--- config.mk ---
export PLATFORM = sky130hd
export DESIGN_NAME = coco_tc_ctrl_flat
export DESIGN_NICKNAME = d
export VERILOG_FILES = /design/src/rtl/coco_tc_pkg.sv /design/src/rtl/coco_tc_if.sv /design/src/rtl/coco_tc_irq.sv /design/src/rtl/coco_tc_ctrl.sv /design/src/flat_wrapper.sv
export SDC_FILE = /design/constraint.sdc
export NUM_CORES = 1
export LEC_CHECK = 0
export CAP_MARGIN = 10
export CORE_MARGIN = 4
export CORE_UTILIZATION = 37
export CTS_CLUSTER_SIZE = 8
export DETAILED_ROUTE_END_ITERATION = 6
export PLACE_DENSITY = 0.79
export SLEW_MARGIN = 20
export SYNTH_ARGS = -nofsm -noshare
export SYNTH_HDL_FRONTEND = slang
export SYNTH_SLANG_ARGS = --single-unit
--- constraint.sdc ---
create_clock -name Clk -period 1.4 [get_ports Clk]
set_input_delay 0.28 -clock Clk [delete_from_list [all_inputs] [get_ports Clk]]
set_output_delay 0.28 -clock Clk [all_outputs]
set_load 0.03 [all_outputs]
--- src/rtl/coco_tc_pkg.sv ---
// Shared types and constants for the Coco timer/counter access controller.
package coco_tc_pkg;

   typedef enum logic [1:0] {
      ST_IDLE   = 2'd0,
      ST_ACCESS = 2'd1,
      ST_RESP   = 2'd2
   } tc_state_e;

   localparam logic [1:0] TC_CTRL   = 2'd0;
   localparam logic [1:0] TC_PRESET = 2'd1;
   localparam logic [1:0] TC_COUNT  = 2'd2;

   localparam int CTRL_IM_BIT   = 0;
   localparam int CTRL_MODE_LSB = 1;
   localparam int CTRL_MODE_MSB = 2;

   typedef logic req_id_t;

   function automatic logic addr_legal(input logic [1:0] add, input int unsigned nreg);
      return 32'(add) < nreg;
   endfunction

endpackage

--- src/rtl/coco_tc_if.sv ---
// Requester bus, timer register port and interrupt lines of the TC controller.
interface coco_tc_if;
   logic        Req0, Req1;
   logic        We0, We1;
   logic [1:0]  Add0, Add1;
   logic [31:0] Wdata0, Wdata1;
   logic        Gnt0, Gnt1;
   logic        Done0, Done1;
   logic        Err0, Err1;
   logic [31:0] Rdata;
   logic [1:0]  Tc_Add;
   logic        Tc_We;
   logic [31:0] Tc_Data_In;
   logic [31:0] Tc_Data_Out;
   logic        Tc_Out;
   logic        Irq;
   logic        Irq_Ack;
   logic        Irq_Lost;

   // slave: the controller, serving requesters and driving the timer port
   modport slave (
      input  Req0, Req1, We0, We1, Add0, Add1, Wdata0, Wdata1,
      input  Tc_Data_Out, Tc_Out, Irq_Ack,
      output Gnt0, Gnt1, Done0, Done1, Err0, Err1, Rdata,
      output Tc_Add, Tc_We, Tc_Data_In, Irq, Irq_Lost
   );

   // master: the requesters together with the timer instance
   modport master (
      output Req0, Req1, We0, We1, Add0, Add1, Wdata0, Wdata1,
      output Tc_Data_Out, Tc_Out, Irq_Ack,
      input  Gnt0, Gnt1, Done0, Done1, Err0, Err1, Rdata,
      input  Tc_Add, Tc_We, Tc_Data_In, Irq, Irq_Lost
   );
endinterface

--- src/rtl/coco_tc_irq.sv ---
// Turns the timer's level Out into a latched, acknowledgeable interrupt with loss flag.
module coco_tc_irq (
   input  logic Clk,
   input  logic Reset,
   input  logic Tc_Out_i,
   input  logic Irq_Ack_i,
   output logic Irq_o,
   output logic Irq_Lost_o
);

   logic out_q;
   logic irq_q, irq_d;
   logic lost_q, lost_d;
   logic rise;

   assign rise = Tc_Out_i & ~out_q;

   // a new edge beats a concurrent ack; the ack still suppresses the loss record
   always_comb begin
      irq_d  = irq_q;
      lost_d = lost_q;
      if (rise)
         irq_d = 1'b1;
      else if (Irq_Ack_i)
         irq_d = 1'b0;
      if (Irq_Ack_i)
         lost_d = 1'b0;
      else if (rise && irq_q)
         lost_d = 1'b1;
   end

   always_ff @(posedge Clk) begin
      if (Reset) begin
         out_q  <= 1'b1;
         irq_q  <= 1'b0;
         lost_q <= 1'b0;
      end else begin
         out_q  <= Tc_Out_i;
         irq_q  <= irq_d;
         lost_q <= lost_d;
      end
   end

   assign Irq_o      = irq_q;
   assign Irq_Lost_o = lost_q;

endmodule

--- src/rtl/coco_tc_ctrl.sv ---
// Round-robin arbiter and access FSM for the Coco TC register port.
//   state     | meaning
//   ST_IDLE   | waiting for a request; picks a winner and latches its transaction
//   ST_ACCESS | winner owns the timer port; write strobe or read capture
//   ST_RESP   | Done/Err pulse to the winner; last-served pointer updated
module coco_tc_ctrl
   import coco_tc_pkg::*;
#(
   parameter int unsigned NREG = 3
) (
   input  logic      Clk,
   input  logic      Reset,
   coco_tc_if.slave  bus
);

   tc_state_e   state_q, state_d;
   req_id_t     id_q, id_d;
   req_id_t     last_q, last_d;
   logic        we_q, we_d;
   logic [1:0]  add_q, add_d;
   logic [31:0] wdata_q, wdata_d;
   logic        err_q, err_d;
   logic [31:0] rdata_q, rdata_d;

   req_id_t     win;
   logic        legal;
   logic        gnt0, gnt1, done0, done1, err0, err1, tc_we;
   logic [1:0]  tc_add;
   logic [31:0] tc_data_in;

   always_ff @(posedge Clk) begin
      if (Reset) begin
         state_q <= ST_IDLE;
         id_q    <= 1'b0;
         last_q  <= 1'b1;
         we_q    <= 1'b0;
         add_q   <= 2'd0;
         wdata_q <= 32'd0;
         err_q   <= 1'b0;
         rdata_q <= 32'd0;
      end else begin
         state_q <= state_d;
         id_q    <= id_d;
         last_q  <= last_d;
         we_q    <= we_d;
         add_q   <= add_d;
         wdata_q <= wdata_d;
         err_q   <= err_d;
         rdata_q <= rdata_d;
      end
   end

   // under contention the requester not served last wins
   assign win   = bus.Req0 ? (bus.Req1 ? ~last_q : 1'b0) : 1'b1;
   assign legal = addr_legal(add_q, NREG);

   always_comb begin
      state_d    = state_q;
      id_d       = id_q;
      last_d     = last_q;
      we_d       = we_q;
      add_d      = add_q;
      wdata_d    = wdata_q;
      err_d      = err_q;
      rdata_d    = rdata_q;
      gnt0       = 1'b0;
      gnt1       = 1'b0;
      done0      = 1'b0;
      done1      = 1'b0;
      err0       = 1'b0;
      err1       = 1'b0;
      tc_we      = 1'b0;
      tc_add     = 2'd0;
      tc_data_in = 32'd0;
      case (state_q)
         ST_IDLE: begin
            if (bus.Req0 || bus.Req1) begin
               id_d    = win;
               we_d    = win ? bus.We1    : bus.We0;
               add_d   = win ? bus.Add1   : bus.Add0;
               wdata_d = win ? bus.Wdata1 : bus.Wdata0;
               state_d = ST_ACCESS;
            end
         end
         ST_ACCESS: begin
            gnt0   = (id_q == 1'b0);
            gnt1   = (id_q == 1'b1);
            tc_add = add_q;
            err_d  = ~legal;
            if (!legal) begin
               rdata_d = 32'd0;
            end else if (we_q) begin
               tc_we      = 1'b1;
               tc_data_in = wdata_q;
            end else begin
               rdata_d = bus.Tc_Data_Out;
            end
            state_d = ST_RESP;
         end
         ST_RESP: begin
            done0   = (id_q == 1'b0);
            done1   = (id_q == 1'b1);
            err0    = (id_q == 1'b0) & err_q;
            err1    = (id_q == 1'b1) & err_q;
            last_d  = id_q;
            state_d = ST_IDLE;
         end
         default: state_d = ST_IDLE;
      endcase
      // reset is synchronous, so the current-state decode must be masked in the reset cycle itself
      if (Reset) begin
         gnt0  = 1'b0;
         gnt1  = 1'b0;
         done0 = 1'b0;
         done1 = 1'b0;
         err0  = 1'b0;
         err1  = 1'b0;
         tc_we = 1'b0;
      end
   end

   assign bus.Gnt0       = gnt0;
   assign bus.Gnt1       = gnt1;
   assign bus.Done0      = done0;
   assign bus.Done1      = done1;
   assign bus.Err0       = err0;
   assign bus.Err1       = err1;
   assign bus.Rdata      = rdata_q;
   assign bus.Tc_We      = tc_we;
   assign bus.Tc_Add     = tc_add;
   assign bus.Tc_Data_In = tc_data_in;

   coco_tc_irq u_irq (
      .Clk        (Clk),
      .Reset      (Reset),
      .Tc_Out_i   (bus.Tc_Out),
      .Irq_Ack_i  (bus.Irq_Ack),
      .Irq_o      (bus.Irq),
      .Irq_Lost_o (bus.Irq_Lost)
   );

endmodule

--- src/flat_wrapper.sv ---
// flat-port wrapper written by rule: the top's interface ports become plain ports
module coco_tc_ctrl_flat import coco_tc_pkg::*;
#(
   parameter int unsigned NREG = 3
)
  (Clk, Reset, bus_Req0, bus_Req1, bus_We0, bus_We1, bus_Add0, bus_Add1, bus_Wdata0, bus_Wdata1, bus_Tc_Data_Out, bus_Tc_Out, bus_Irq_Ack, bus_Gnt0, bus_Gnt1, bus_Done0, bus_Done1, bus_Err0, bus_Err1, bus_Rdata, bus_Tc_Add, bus_Tc_We, bus_Tc_Data_In, bus_Irq, bus_Irq_Lost);
  coco_tc_if bus_i ();
  input  logic Clk;
  input  logic Reset;
  input wire logic [$bits(bus_i.Req0)-1:0] bus_Req0;
  input wire logic [$bits(bus_i.Req1)-1:0] bus_Req1;
  input wire logic [$bits(bus_i.We0)-1:0] bus_We0;
  input wire logic [$bits(bus_i.We1)-1:0] bus_We1;
  input wire logic [$bits(bus_i.Add0)-1:0] bus_Add0;
  input wire logic [$bits(bus_i.Add1)-1:0] bus_Add1;
  input wire logic [$bits(bus_i.Wdata0)-1:0] bus_Wdata0;
  input wire logic [$bits(bus_i.Wdata1)-1:0] bus_Wdata1;
  input wire logic [$bits(bus_i.Tc_Data_Out)-1:0] bus_Tc_Data_Out;
  input wire logic [$bits(bus_i.Tc_Out)-1:0] bus_Tc_Out;
  input wire logic [$bits(bus_i.Irq_Ack)-1:0] bus_Irq_Ack;
  output wire logic [$bits(bus_i.Gnt0)-1:0] bus_Gnt0;
  output wire logic [$bits(bus_i.Gnt1)-1:0] bus_Gnt1;
  output wire logic [$bits(bus_i.Done0)-1:0] bus_Done0;
  output wire logic [$bits(bus_i.Done1)-1:0] bus_Done1;
  output wire logic [$bits(bus_i.Err0)-1:0] bus_Err0;
  output wire logic [$bits(bus_i.Err1)-1:0] bus_Err1;
  output wire logic [$bits(bus_i.Rdata)-1:0] bus_Rdata;
  output wire logic [$bits(bus_i.Tc_Add)-1:0] bus_Tc_Add;
  output wire logic [$bits(bus_i.Tc_We)-1:0] bus_Tc_We;
  output wire logic [$bits(bus_i.Tc_Data_In)-1:0] bus_Tc_Data_In;
  output wire logic [$bits(bus_i.Irq)-1:0] bus_Irq;
  output wire logic [$bits(bus_i.Irq_Lost)-1:0] bus_Irq_Lost;
  assign bus_i.Req0 = bus_Req0;
  assign bus_i.Req1 = bus_Req1;
  assign bus_i.We0 = bus_We0;
  assign bus_i.We1 = bus_We1;
  assign bus_i.Add0 = bus_Add0;
  assign bus_i.Add1 = bus_Add1;
  assign bus_i.Wdata0 = bus_Wdata0;
  assign bus_i.Wdata1 = bus_Wdata1;
  assign bus_i.Tc_Data_Out = bus_Tc_Data_Out;
  assign bus_i.Tc_Out = bus_Tc_Out;
  assign bus_i.Irq_Ack = bus_Irq_Ack;
  assign bus_Gnt0 = bus_i.Gnt0;
  assign bus_Gnt1 = bus_i.Gnt1;
  assign bus_Done0 = bus_i.Done0;
  assign bus_Done1 = bus_i.Done1;
  assign bus_Err0 = bus_i.Err0;
  assign bus_Err1 = bus_i.Err1;
  assign bus_Rdata = bus_i.Rdata;
  assign bus_Tc_Add = bus_i.Tc_Add;
  assign bus_Tc_We = bus_i.Tc_We;
  assign bus_Tc_Data_In = bus_i.Tc_Data_In;
  assign bus_Irq = bus_i.Irq;
  assign bus_Irq_Lost = bus_i.Irq_Lost;
  coco_tc_ctrl #(.NREG(NREG)) u_core (.Clk(Clk), .Reset(Reset), .bus(bus_i));
endmodule
# After elaboration in Yosys (flattened, before gate mapping)
# Index checks and enable logic that the tools add are counted.
[op_classes]
n_mul = 0
n_reduce_logical = 7
magnitude_cmp = 1
shift = 0
mux = 31
div_mod_pow = 0
addsub = 0
eq_ne = 4
n_bitwise = 7
[ops]
columns = ["op", "count"]
rows = [
  ["$mux 32", 6],
  ["$mux 1", 21],
  ["$mux 2", 3],
  ["$not 1->1", 4],
  ["$pmux 2 s2", 1],
  ["$reduce_and 2->1", 2],
  ["$and 1x1->1", 3],
  ["$eq 2x1->1 const B", 1],
  ["$eq 2x2->1 const B", 1],
  ["$logic_not 2->1", 1],
  ["$lt 2x2->1 const B", 1],
  ["$ne 2x1->1 const B", 1],
  ["$ne 2x2->1 const B", 1],
  ["$reduce_bool 2->1", 1],
  ["$reduce_or 2->1", 1],
  ["$logic_and 1x1->1", 1],
  ["$logic_or 1x1->1", 1],
]
[totals]
in_bits = 108
out_inout_bits = 75
reg_bits = 75
latchBits = 0
romBits = 0
ramBits = 0
memories = 0

# Logic depth before layout (Yosys ltp)
# Gate-level depths: netlist of run 1.
[logic_depth]
ltp_word = 4
depth_mapped = 6
ltp_nobuf = 3

# Cells and area by module
# A second synthesis of run 1 with hierarchy kept.
[hier_totals]
hier_cells = 432
area_unflattened_um2 = 3756.1
[by_module_without_submodules]
columns = ["module", "instances", "seq_area_each_um2", "cells_per_inst", "area_per_inst_um2"]
rows = [
  ["coco_tc_ctrl", 1, 1441.4, 422, 3648.5],
  ["coco_tc_irq", 1, 60.1, 10, 107.6],
]

# Worst setup path after synthesis of run 1
# OpenSTA, ideal clock, no wires.
[synth_path]
path_type = "input port to output port"
start = "input port Reset"
end = "output port bus_Err0"
path_stages = 4
required_time_ns = 1.120
n_path_buf = 2
slack_ns = -0.630
arrival_time_ns = 1.750
path_cell_list = "clkbuf_1 clkbuf_1 nor3_1 and2_1"
[synth_between]
elab_chain_cells = 1
[synth_rtl]
columns = ["element", "line", "source"]
rows = [
  ["start, declared", "flat_wrapper.sv:9", "input logic Reset;"],
  ["$mux 1", "coco_tc_ctrl.sv:111", "if (Reset) begin"],
  ["end, declared", "flat_wrapper.sv:25", "output wire logic [$bits(bus_i.Err0)-1:0] bus_Err0;"],
]
# No other way between the ends.

# Final worst setup path of run 1
[layout_path]
start = "register u_core.we_q"
end = "output port bus_Tc_Data_In[30]"
[layout_between]
elab_chain_cells = 3
[layout_rtl]
columns = ["element", "line", "source"]
rows = [
  ["start, declared", "coco_tc_ctrl.sv:19", "logic we_q, we_d;"],
  ["start signal, assigned", "coco_tc_ctrl.sv:45", "we_q <= we_d;"],
  ["$mux 32", "coco_tc_ctrl.sv:92", "end else if (we_q) begin"],
  ["$mux 32", "coco_tc_ctrl.sv:90", "if (!legal) begin"],
  ["$mux 32", "coco_tc_ctrl.sv:75", "case (state_q)"],
  ["end, declared", "flat_wrapper.sv:30", "output wire logic [$bits(bus_i.Tc_Data_In)-1:0] bus_Tc_Data_In;"],
]
# No other way between the ends.

==> results of run 1 <==
[critical path, stage by stage (launching register included)]
cell	delay, ps
dfxtp_2	330
a21bo_4	230
nor2_4	110
buf_12	130
clkbuf_16	150
and2_4	140
buf_6	120
[cell usage after synthesis]
master | n | area share (%)
buf_6 | 5 | 1.5
nand4_1 | 32 | 5.3
nand2_1 | 2 | 0.20
o21ai_0 | 67 | 9.0
nor2_2 | 1 | 0.17
or2_2 | 1 | 0.17
and2_1 | 39 | 6.5
a21oi_1 | 39 | 5.2
nor2b_1 | 3 | 0.50
a311oi_2 | 29 | 12
or2_1 | 1 | 0.17
dfxtp_1 | 75 | 40
mux2i_1 | 1 | 0.27
clkbuf_1 | 35 | 3.5
nand2b_1 | 37 | 6.2
nor3_1 | 4 | 0.53
a31oi_1 | 1 | 0.17
a311oi_1 | 7 | 1.6
nand3_1 | 36 | 4.8
nor2_1 | 2 | 0.20
buf_4 | 1 | 0.20
clkbuf_2 | 2 | 0.27
a21bo_1 | 1 | 0.27
inv_1 | 2 | 0.20
buf_2 | 8 | 1.1
nor3b_1 | 1 | 0.20
[cells by family (layout without fill, tap and decap cells)]
logic type      Yosys count  in the layout
compound gates          144            144
buf+inv                  53            264
flops                    75             75
mux                       1              1
simple gates            159            160
[area by class of cell]
type	count	area, um2
multi-input combinational	305	2350
clock buffer	10	138
timing repair buffer	247	2780
inverter	2	7.51
clock inverter	5	85.1
sequential	75	1510
tap	133	166
fill	696	2790
[registers in the layout (all words and copies together), names as in the netlist, 2 cells and up]
register and cells:
u_core.bus.Rdata 32, u_core.add_q 2, u_core.wdata_q 32, u_core.state_q 2
[through the flow]
stage | power [mW] | setup TNS (ps) | hold slack (ps)
floorplan | 3.36 | -144 | 359
global placement | 4.03 | -16270 | 460
detailed placement | 4.06 | -18660 | 465
CTS | 6.16 | -21430 | 225
global route | 6.68 | -25980 | 242
finish | 6.43 | -21550 | 247
[worst paths after layout]
| kind | start | to | slack (ps) | cells past startpoint |
|---|---|---|---|---|
| hold / removal | Reset | u_core.err_q$_SDFFE_PP0N_ | 250 | 2 |
| setup reg to reg | u_core.we_q$_SDFFE_PP0P_ | u_core.bus.Rdata[8]$_SDFFE_PP0P_ | -270 | 8 |
| hold reg to reg | u_core.bus.Rdata[5]$_SDFFE_PP0P_ | u_core.bus.Rdata[5]$_SDFFE_PP0P_ | 470 | 2 |
| setup / recovery | u_core.we_q$_SDFFE_PP0P_ | bus_Tc_Data_In[30] | -440 | 6 |
[power groups by stage]
stage | Combinational (mW) | Clock, mW | Sequential, mW
after detailed placement | 1.58 | 0 | 2.48
after floorplan | 0.773 | 0 | 2.59
after global routing | 2.19 | 2.03 | 2.47
after global placement | 1.55 | 0 | 2.47
after CTS | 1.79 | 1.93 | 2.44
final | 2.07 | 1.90 | 2.45
[what timing repair did]
action                     4_1_cts  5_1_grt
resized for setup              156       90
buffers inserted                13        8
pin swaps                       16       20
setup endpoints to repair      109      134
cloned                           6        8
[layer usage]
| layer | up-vias | share of wire, % | track usage, % |
|---|---|---|---|
| met4 | 0 | 1.5 | 8.03 |
| met3 | 22 | 9.1 | 6.75 |
| met2 | 200 | 52 | 41.3 |
| li1 | 2003 | - | - |
| met5 | - | 0 | 0 |
| met1 | 2073 | 37 | 26.2 |
==> metrics.txt, run 1 <==
outcome complete, but fails checks; failing checks negative setup slack; DP HPWL around 9000 um; vias in the first global route 4304; Worst Path Max Fanout 8; Area growth, synth to finish 87.8%; f_max 545 MHz; period utilization 131%; Sequential Power Share 38.2%; Critical Path AT between 1500 and 2000 ps; Clk Latency, worst-skew pair 340 ps; power density over cell area 914 nW/um2; GRT Util Overall between 20% and 30%; CTS tree done; largest net degree at the start of global routing 56; fin worst setup slack -436 ps; Antenna Nets Post-Route 0; initial antenna violation count 0; commonest non-fill, non-tap cells in the layout clkdlybuf4s50_1, dfxtp_1, buf_6, and2_4, nand3_1; Syn Nets 540; switching share of total power between 30 and 40%; Synth Area in Adders 0%; Req. time, crit path about 1100 ps; startpoint types flop; Non-Filler Instances about 780; RSZ-0062 raised after global routing true; Clk network pwr share a little under 30%; starting density of the core between 30% and 40%; register bit total from synthesis 75; Post-Synth Simple-Gate Area about a quarter; CTS Buf Count 9; Clock H-tree levels 3; Die Wd roughly 110 um; 1st-iter DRT viols approximately 180; Routability Congestion around 0.85; Placed Area 5910 um2; largest family of logic cells by synthesized area compound AO/OA/AOI/OAI gates; max_slew headroom 59.1%; Die ar. roughly 12000 um2; Synth Area in Compound Gates roughly 28%; utilization after layout a little under three quarters; Distinct cells, synth 26; CTS hold repair buffers 0; nets@finish between 700 and 800; Int Pwr ~4.5 mW; multiplexer share of the synthesized area less than 1%; Comb pwr share roughly a third; most common cell after layout, fill and taps aside clkdlybuf4s50_1; Final min period 1840 ps; gr ovfl total 0; Mapped Cells 432; leakage power 2.74 nW; I/O pin count between 150 and 200; Avg Cell Area, Syn about 8.7 um2; clock root buffer clkbuf_8; first-pass GRT wire length 21600 um; worst-margin pin slew approximately 610 ps; CTS sink count 75; Clock Tree Buf Depth 2; net switching power 1.95 mW; Die Y approximately 110 um; # diodes 0; DP Worst Slack -396 ps; clk slew on worst S/H paths approximately 80 ps; Avg WL per Cell between 15 and 20 um; 1st-pass router iterations 4; Crit. End Element primary output; final setup fails between 80 and 90; core area 9820 um2; Hold WC Path Type input pin to flop; Slew Limit Fails 0; I/O Buffers 182; crit path kind flop to primary output; DRC Markers 0; Row Count 36; worst vdd ir about 0.00052 V; vias per cell about 5.5; register area share after synthesis 40.1%; Synth Cell Area ~3700 um2; Synth Area in XOR/XNOR 0%; placed cells approximately 730; Worst Skew 7.51 ps; Finished Cell Area 7030 um2; via count between 4000 and 5000; warnings from Yosys 0; MaxCap Viol Count 0; final wirelength ~15000 um; layout cells sized above 1 about two fifths; final hold violation count 0
Power figures use the tool's default switching activity.
==> inputs of run 2 (changes only) <==
--- a/config.mk
+++ b/config.mk
@@ -7,10 +7,10 @@
 export LEC_CHECK = 0
 export CAP_MARGIN = 10
 export CORE_MARGIN = 4
-export CORE_UTILIZATION = 37
+export CORE_UTILIZATION = 41
 export CTS_CLUSTER_SIZE = 8
 export DETAILED_ROUTE_END_ITERATION = 6
-export PLACE_DENSITY = 0.79
+export PLACE_DENSITY = 0.83
 export SLEW_MARGIN = 20
 export SYNTH_ARGS = -nofsm -noshare
 export SYNTH_HDL_FRONTEND = slang
==> constraint.sdc (replaced) <==
create_clock -name Clk -period 1.7 [get_ports Clk]
set_input_delay 0.34 -clock Clk [delete_from_list [all_inputs] [get_ports Clk]]
set_output_delay 0.34 -clock Clk [all_outputs]
set_load 0.03 [all_outputs]
==> metrics.txt, run 2 (synthesis gave the netlist of run 1 again) <==
most common cell after layout, fill and taps aside clkdlybuf4s50_1; DP HPWL 9190 um (+0.80%); Clock H-tree levels 3 (unchanged); max incr delay on CP 330 ps (about the same); core area 8810 um2 (-10%); worst-margin pin slew 540 ps (-73.3 ps); Avg WL per Cell 18.2 um (-5.7%); Worst Skew 11.5 ps (+3.98 ps); first-pass GRT wire length 20400 um (-5.5%); crit path kind flop to primary output; cell family with most CP delay buffers and inverters; DR WL met2 6530 um (-16%); vias per cell 5.75 (+3.9%); final setup fails 34 (-60%); outcome complete, but fails checks; nets@finish 719 (-3.9%); layout cells sized above 1 27.0% (-12 points); Crit. End Element primary output; power density over cell area 755 nW/um2 (-17%); wl on met1 5120 um (-8.2%); Comb pwr share 28.1% (-4.1 points); Clk Latency, worst-skew pair 340 ps (about the same); via count 4155 (-3.3%); final hold violation count 0 (unchanged); slowest CP cell dfxtp_2; Antenna Nets Post-Route 0 (unchanged); Hold WC Path Type input pin to flop; DP Worst Slack -122 ps (+274 ps); gr ovfl total 0 (unchanged); period utilization 111%; fin worst setup slack -188 ps (+248 ps); worst vdd ir 0.000414 V (-21%); Die Y 104 um (-4.6%); switching share of total power 30.1% (-0.30 points); RSZ-0062 raised after global routing true; Routability Congestion 0.815 (-4.3%); final wirelength 13100 um (-12%); net switching power 1.43 mW (-27%); Die Wd 104 um (-4.6%); Buf/Inv on CP 2 (-1); met3 WL post-DR 1200 um (-12%); commonest non-fill, non-tap cells in the layout clkdlybuf4s50_1, dfxtp_1, o21ai_0, a21oi_1, nand3_1; TNS Setup -5190 ps (+16350 ps); Req. time, crit path 1360 ps (+240 ps); largest net degree at the start of global routing 38 (-32%); # diodes 0 (unchanged); Clock Tree Buf Depth 2 (unchanged); CTS sink count 75 (unchanged); startpoint types flop; 1st-iter DRT viols 154 (-13%); vias in the first global route 4178 (-2.9%); max_slew headroom 64.0% (+4.9 points); 1st-pass router iterations 5 (+1); CTS Buf Count 9 (unchanged); Die ar. 10700 um2 (-9.1%); top sig layer met4; clock root buffer clkbuf_8; CTS tree done; Clk network pwr share 29.6% (about the same); Sequential Power Share 42.3% (+4.1 points); GRT Util Overall 22.9% (-0.24 points); Final min period approximately 1900 ps; Row Count 34 (-5.6%); crit-path cells a21bo_4 -> nor2_4 -> clkbuf_16 -> and2_1 -> buf_6; MaxCap Viol Count 0 (unchanged); Area growth, synth to finish 68.0%; CTS hold repair buffers 0 (unchanged); Int Pwr 3.32 mW (-26%); starting density of the core 42.5% (+4.4 points); DRC Markers 0 (unchanged); Slew Limit Fails 0 (unchanged); f_max between 500 and 600 MHz; leakage power 2.56 nW (-6.5%); failing checks negative setup slack; Critical Path AT 1550 ps (about the same); I/O Buffers 182 (unchanged); I/O pin count 183 (unchanged); Worst Path Max Fanout 16 (+8); clk slew on worst S/H paths 70 ps (about the same); initial antenna violation count 0 (unchanged)
## run 2: cell type report
cell class,count,area (um2)
clock inverter,4,50.0
inverter,2,7.51
timing repair buffer,219,2300
fill,635,2510
clock buffer,11,151
tap,108,135
multi-input combinational,304,2140
sequential,75,1510
## run 2: routing by layer
layer | vias to the layer above | track usage, %
met5 | - | 0
met4 | 0 | 8.55
met3 | 27 | 7.09
met2 | 225 | 40.1
met1 | 1959 | 26.2
li1 | 1944 | -
## run 2: per-stage QoR
| stage | instances | area (um2) | util, % | total power, mW | hold WS [ps] |
|---|---|---|---|---|---|
| 2_1_floorplan | 432 | 3760 | - | 2.72 | 419 |
| 3_3_place_gp | 701 | 5760 | 65.4 | 3.26 | 459 |
| 3_5_place_dp | 701 | 5760 | 65.4 | 3.31 | 468 |
| 4_1_cts | 718 | 6100 | 69.2 | 4.70 | 305 |
| 5_1_grt | 723 | 6290 | 71.4 | 4.94 | 309 |
| 6_report | 723 | 6290 | 71.4 | 4.75 | 322 |
## run 2: repair_timing
action	in CTS	in global routing
gates resized for setup	70	40
pin swaps	2	8
setup endpoints to repair	65	77
setup buffers	2	3
gates cloned	0	2
## run 2: path summary, 6_finish.rpt
check | startpoint | to | slack [ps] | cells past startpoint
worst max-delay path | u_core.we_q$_SDFFE_PP0P_ | bus_Tc_Data_In[13] | -190 | 5
worst min-delay path | Reset | u_core.state_q[1]$_SDFFE_PP0P_ | 320 | 2
worst max register to register | u_core.state_q[1]$_SDFFE_PP0P_ | u_core.wdata_q[19]$_SDFFE_PP0P_ | 140 | 6
worst min register to register | u_core.bus.Rdata[25]$_SDFFE_PP0P_ | u_core.bus.Rdata[25]$_SDFFE_PP0P_ | 480 | 2
## run 2: power groups by stage
stage	Clock [mW]	Combinational [mW]	Sequential (mW)
after floorplan	0	0.595	2.12
after detailed placement	0	1.27	2.04
final	1.40	1.34	2.01
after CTS	1.43	1.27	2.00
after global placement	0	1.24	2.03
after global routing	1.49	1.42	2.03
==> inputs of run 3 (changes only) <==
--- a/config.mk
+++ b/config.mk
@@ -5,7 +5,7 @@
 export SDC_FILE = /design/constraint.sdc
 export NUM_CORES = 1
 export LEC_CHECK = 0
-export CAP_MARGIN = 10
+export CAP_MARGIN = 5
 export CORE_MARGIN = 4
 export CORE_UTILIZATION = 41
 export CTS_CLUSTER_SIZE = 8
@@ -15,3 +15,4 @@
 export SYNTH_ARGS = -nofsm -noshare
 export SYNTH_HDL_FRONTEND = slang
 export SYNTH_SLANG_ARGS = --single-unit
+export TNS_END_PERCENT = 1
==> metrics.txt, run 3 (synthesis gave the netlist of run 1 again) <==
R2R depth 5 (-1); Critical Path Start u_core.we_q$_SDFFE_PP0P_; Crit. End Element primary output; CTS hold repair buffers 0 (unchanged); 1st-iter DRT viols 121 (-21%); Die Wd 104 um (unchanged); placed cells 698 (-0.43%); fillers 727 (+14%); Clk Latency, worst-skew pair 330 ps (about the same); final wirelength 12700 um (-3.6%); Worst Path Max Fanout 16 (unchanged); TNS Setup -5300 ps (-114 ps); GRT Util Overall 22.4% (-0.47 points); Buf/Inv on CP 2 (unchanged); startpoint types flop; crit path kind flop to primary output; DRC Markers 0 (unchanged); I/O pin count 183 (unchanged); outcome complete, but fails checks; final hold violation count 0 (unchanged); Slew Limit Fails 0 (unchanged); slowest CP cell dfxtp_2; Area growth, synth to finish 61.3%; Critical Path AT 1550 ps (about the same); utilization after layout 68.6% (-2.9 points); worst-margin pin slew 480 ps (-59.8 ps); stages on the worst setup path 5 (unchanged); Final min period 1890 ps (+0.465 ps); max incr delay on CP 330 ps (about the same); Routability Congestion 0.801 (-1.8%); power density over cell area 748 nW/um2 (-0.95%); Placed Area 5720 um2 (-0.70%); first-pass GRT wire length 20200 um (-1.1%); I/O Buffers 182 (unchanged); R2R Setup Slk 210 ps (+70 ps); MaxCap Viol Count 0 (unchanged); Worst Skew 11.6 ps (+0.0825 ps); gr ovfl total 0 (unchanged); clock root buffer clkbuf_8; vias in the first global route 4121 (-1.4%); failing checks negative setup slack; core area 8810 um2 (unchanged); Clock Tree Buf Depth 2 (unchanged); # diodes 0 (unchanged); RSZ-0062 raised after global routing true; CTS Buf Count 9 (unchanged); via count 4046 (-2.6%); fin worst setup slack -188 ps (-0.465 ps); Hold WC Path Type input pin to flop; most common cell after layout, fill and taps aside clkdlybuf4s50_1; reg2reg start u_core.we_q$_SDFFE_PP0P_; Clock H-tree levels 3 (unchanged); Row Count 34 (unchanged); initial antenna violation count 0 (unchanged); commonest non-fill, non-tap cells in the layout clkdlybuf4s50_1, dfxtp_1, o21ai_0, a21oi_1, nand2b_1; 1st-pass router iterations 4 (-1); DP Worst Slack -128 ps (-6.50 ps); CTS tree done; Post-CTS Setup Inserts 0 (-2); cell family with most CP delay buffers and inverters; f_max 530 MHz (about the same); period utilization 111% (about the same); worst hold margin 442 ps (+120 ps); Die Y 104 um (unchanged); clk slew on worst S/H paths 80 ps (about the same); Req. time, crit path 1360 ps (about the same); vias per cell 5.66 (-1.5%); Final Power 4.52 mW (-5.0%); Antenna Nets Post-Route 0 (unchanged); Non-Filler Instances 715 (-1.1%); leakage power 2.37 nW (-7.4%); worst vdd ir 0.000377 V (-8.9%); crit-path cells a21bo_4 -> nor2_4 -> clkbuf_16 -> and2_1 -> buf_6; largest net degree at the start of global routing 38 (unchanged); Min-Delay Path Depth 2 (unchanged); max_slew headroom 68.0% (+4.0 points); DP HPWL 9000 um (-2.1%); starting density of the core 42.5% (unchanged); final setup fails 36 (+5.9%); reg-to-reg endpoint u_core.bus.Rdata[29]$_SDFFE_PP0P_; Avg WL per Cell 17.7 um (-2.5%); nets@finish 710 (-1.3%); layout cells sized above 1 21.7% (-5.2 points); CTS sink count 75 (unchanged); Critical Path End bus_Tc_Data_In[27]; Finished Cell Area 6040 um2 (-4.0%); Die ar. 10700 um2 (unchanged)
[run 3: changes by cell type in the layout (fill, tap and decap cells not counted), sizes merged]
cell and delta:
clkinv +1, bufinv -1, dlymetal6s2s -5, buf -8
dlygate4sd2 +5
[run 3: worst min-delay path by stage]
stage | from | end | slack, ps
2_1_floorplan | bus_Irq_Ack | u_core.u_irq.Irq_Lost_o$_SDFFE_PP0P_ | 420
3_3_place_gp | u_core.bus.Rdata[14]$_SDFFE_PP0P_ | u_core.bus.Rdata[14]$_SDFFE_PP0P_ | 460
3_5_place_dp | u_core.bus.Rdata[6]$_SDFFE_PP0P_ | u_core.bus.Rdata[6]$_SDFFE_PP0P_ | 470
4_1_cts | Reset | u_core.state_q[1]$_SDFFE_PP0P_ | 400
5_1_grt | Reset | u_core.state_q[1]$_SDFFE_PP0P_ | 450
6_report | Reset | u_core.state_q[1]$_SDFFE_PP0P_ | 440
[run 3: cell type report]
cell class                 instances  area, um2  share of cell area [%]
clock buffer                      12        155                    2.57
timing repair buffer             210       2160                    35.8
clock inverter                     4       25.0                   0.415
inverter                           2       7.51                   0.124
multi-input combinational        304       2050                    33.9
sequential                        75       1500                    24.9
tap                              108        135                    2.24
[run 3: layer usage]
layer  vias up  global-route usage (%)  part of all wire (%)
met5         -                       0                     0
met4         0                    8.07                   1.9
met3        24                    7.21                   9.3
met2       206                    38.8                    49
met1      1894                    26.1                    39
li1       1922                       -                     -
[run 3: power breakdown]
part	total (mW)	internal [mW]	leakage, nW	switching [mW]
Clock	1.25	0.606	0.0884	0.643
Combinational	1.26	0.608	1.67	0.653
Sequential	2.00	1.92	0.618	0.0889
Total	4.52	3.13	2.37	1.39
[run 3: repair_timing]
item / CTS / global route
gates cloned: 0 / 1
setup endpoints to repair: 69 / 43
hold endpoints to repair: 0 / 0
gates resized for setup: 70 / 5
pin swaps: 1 / 1
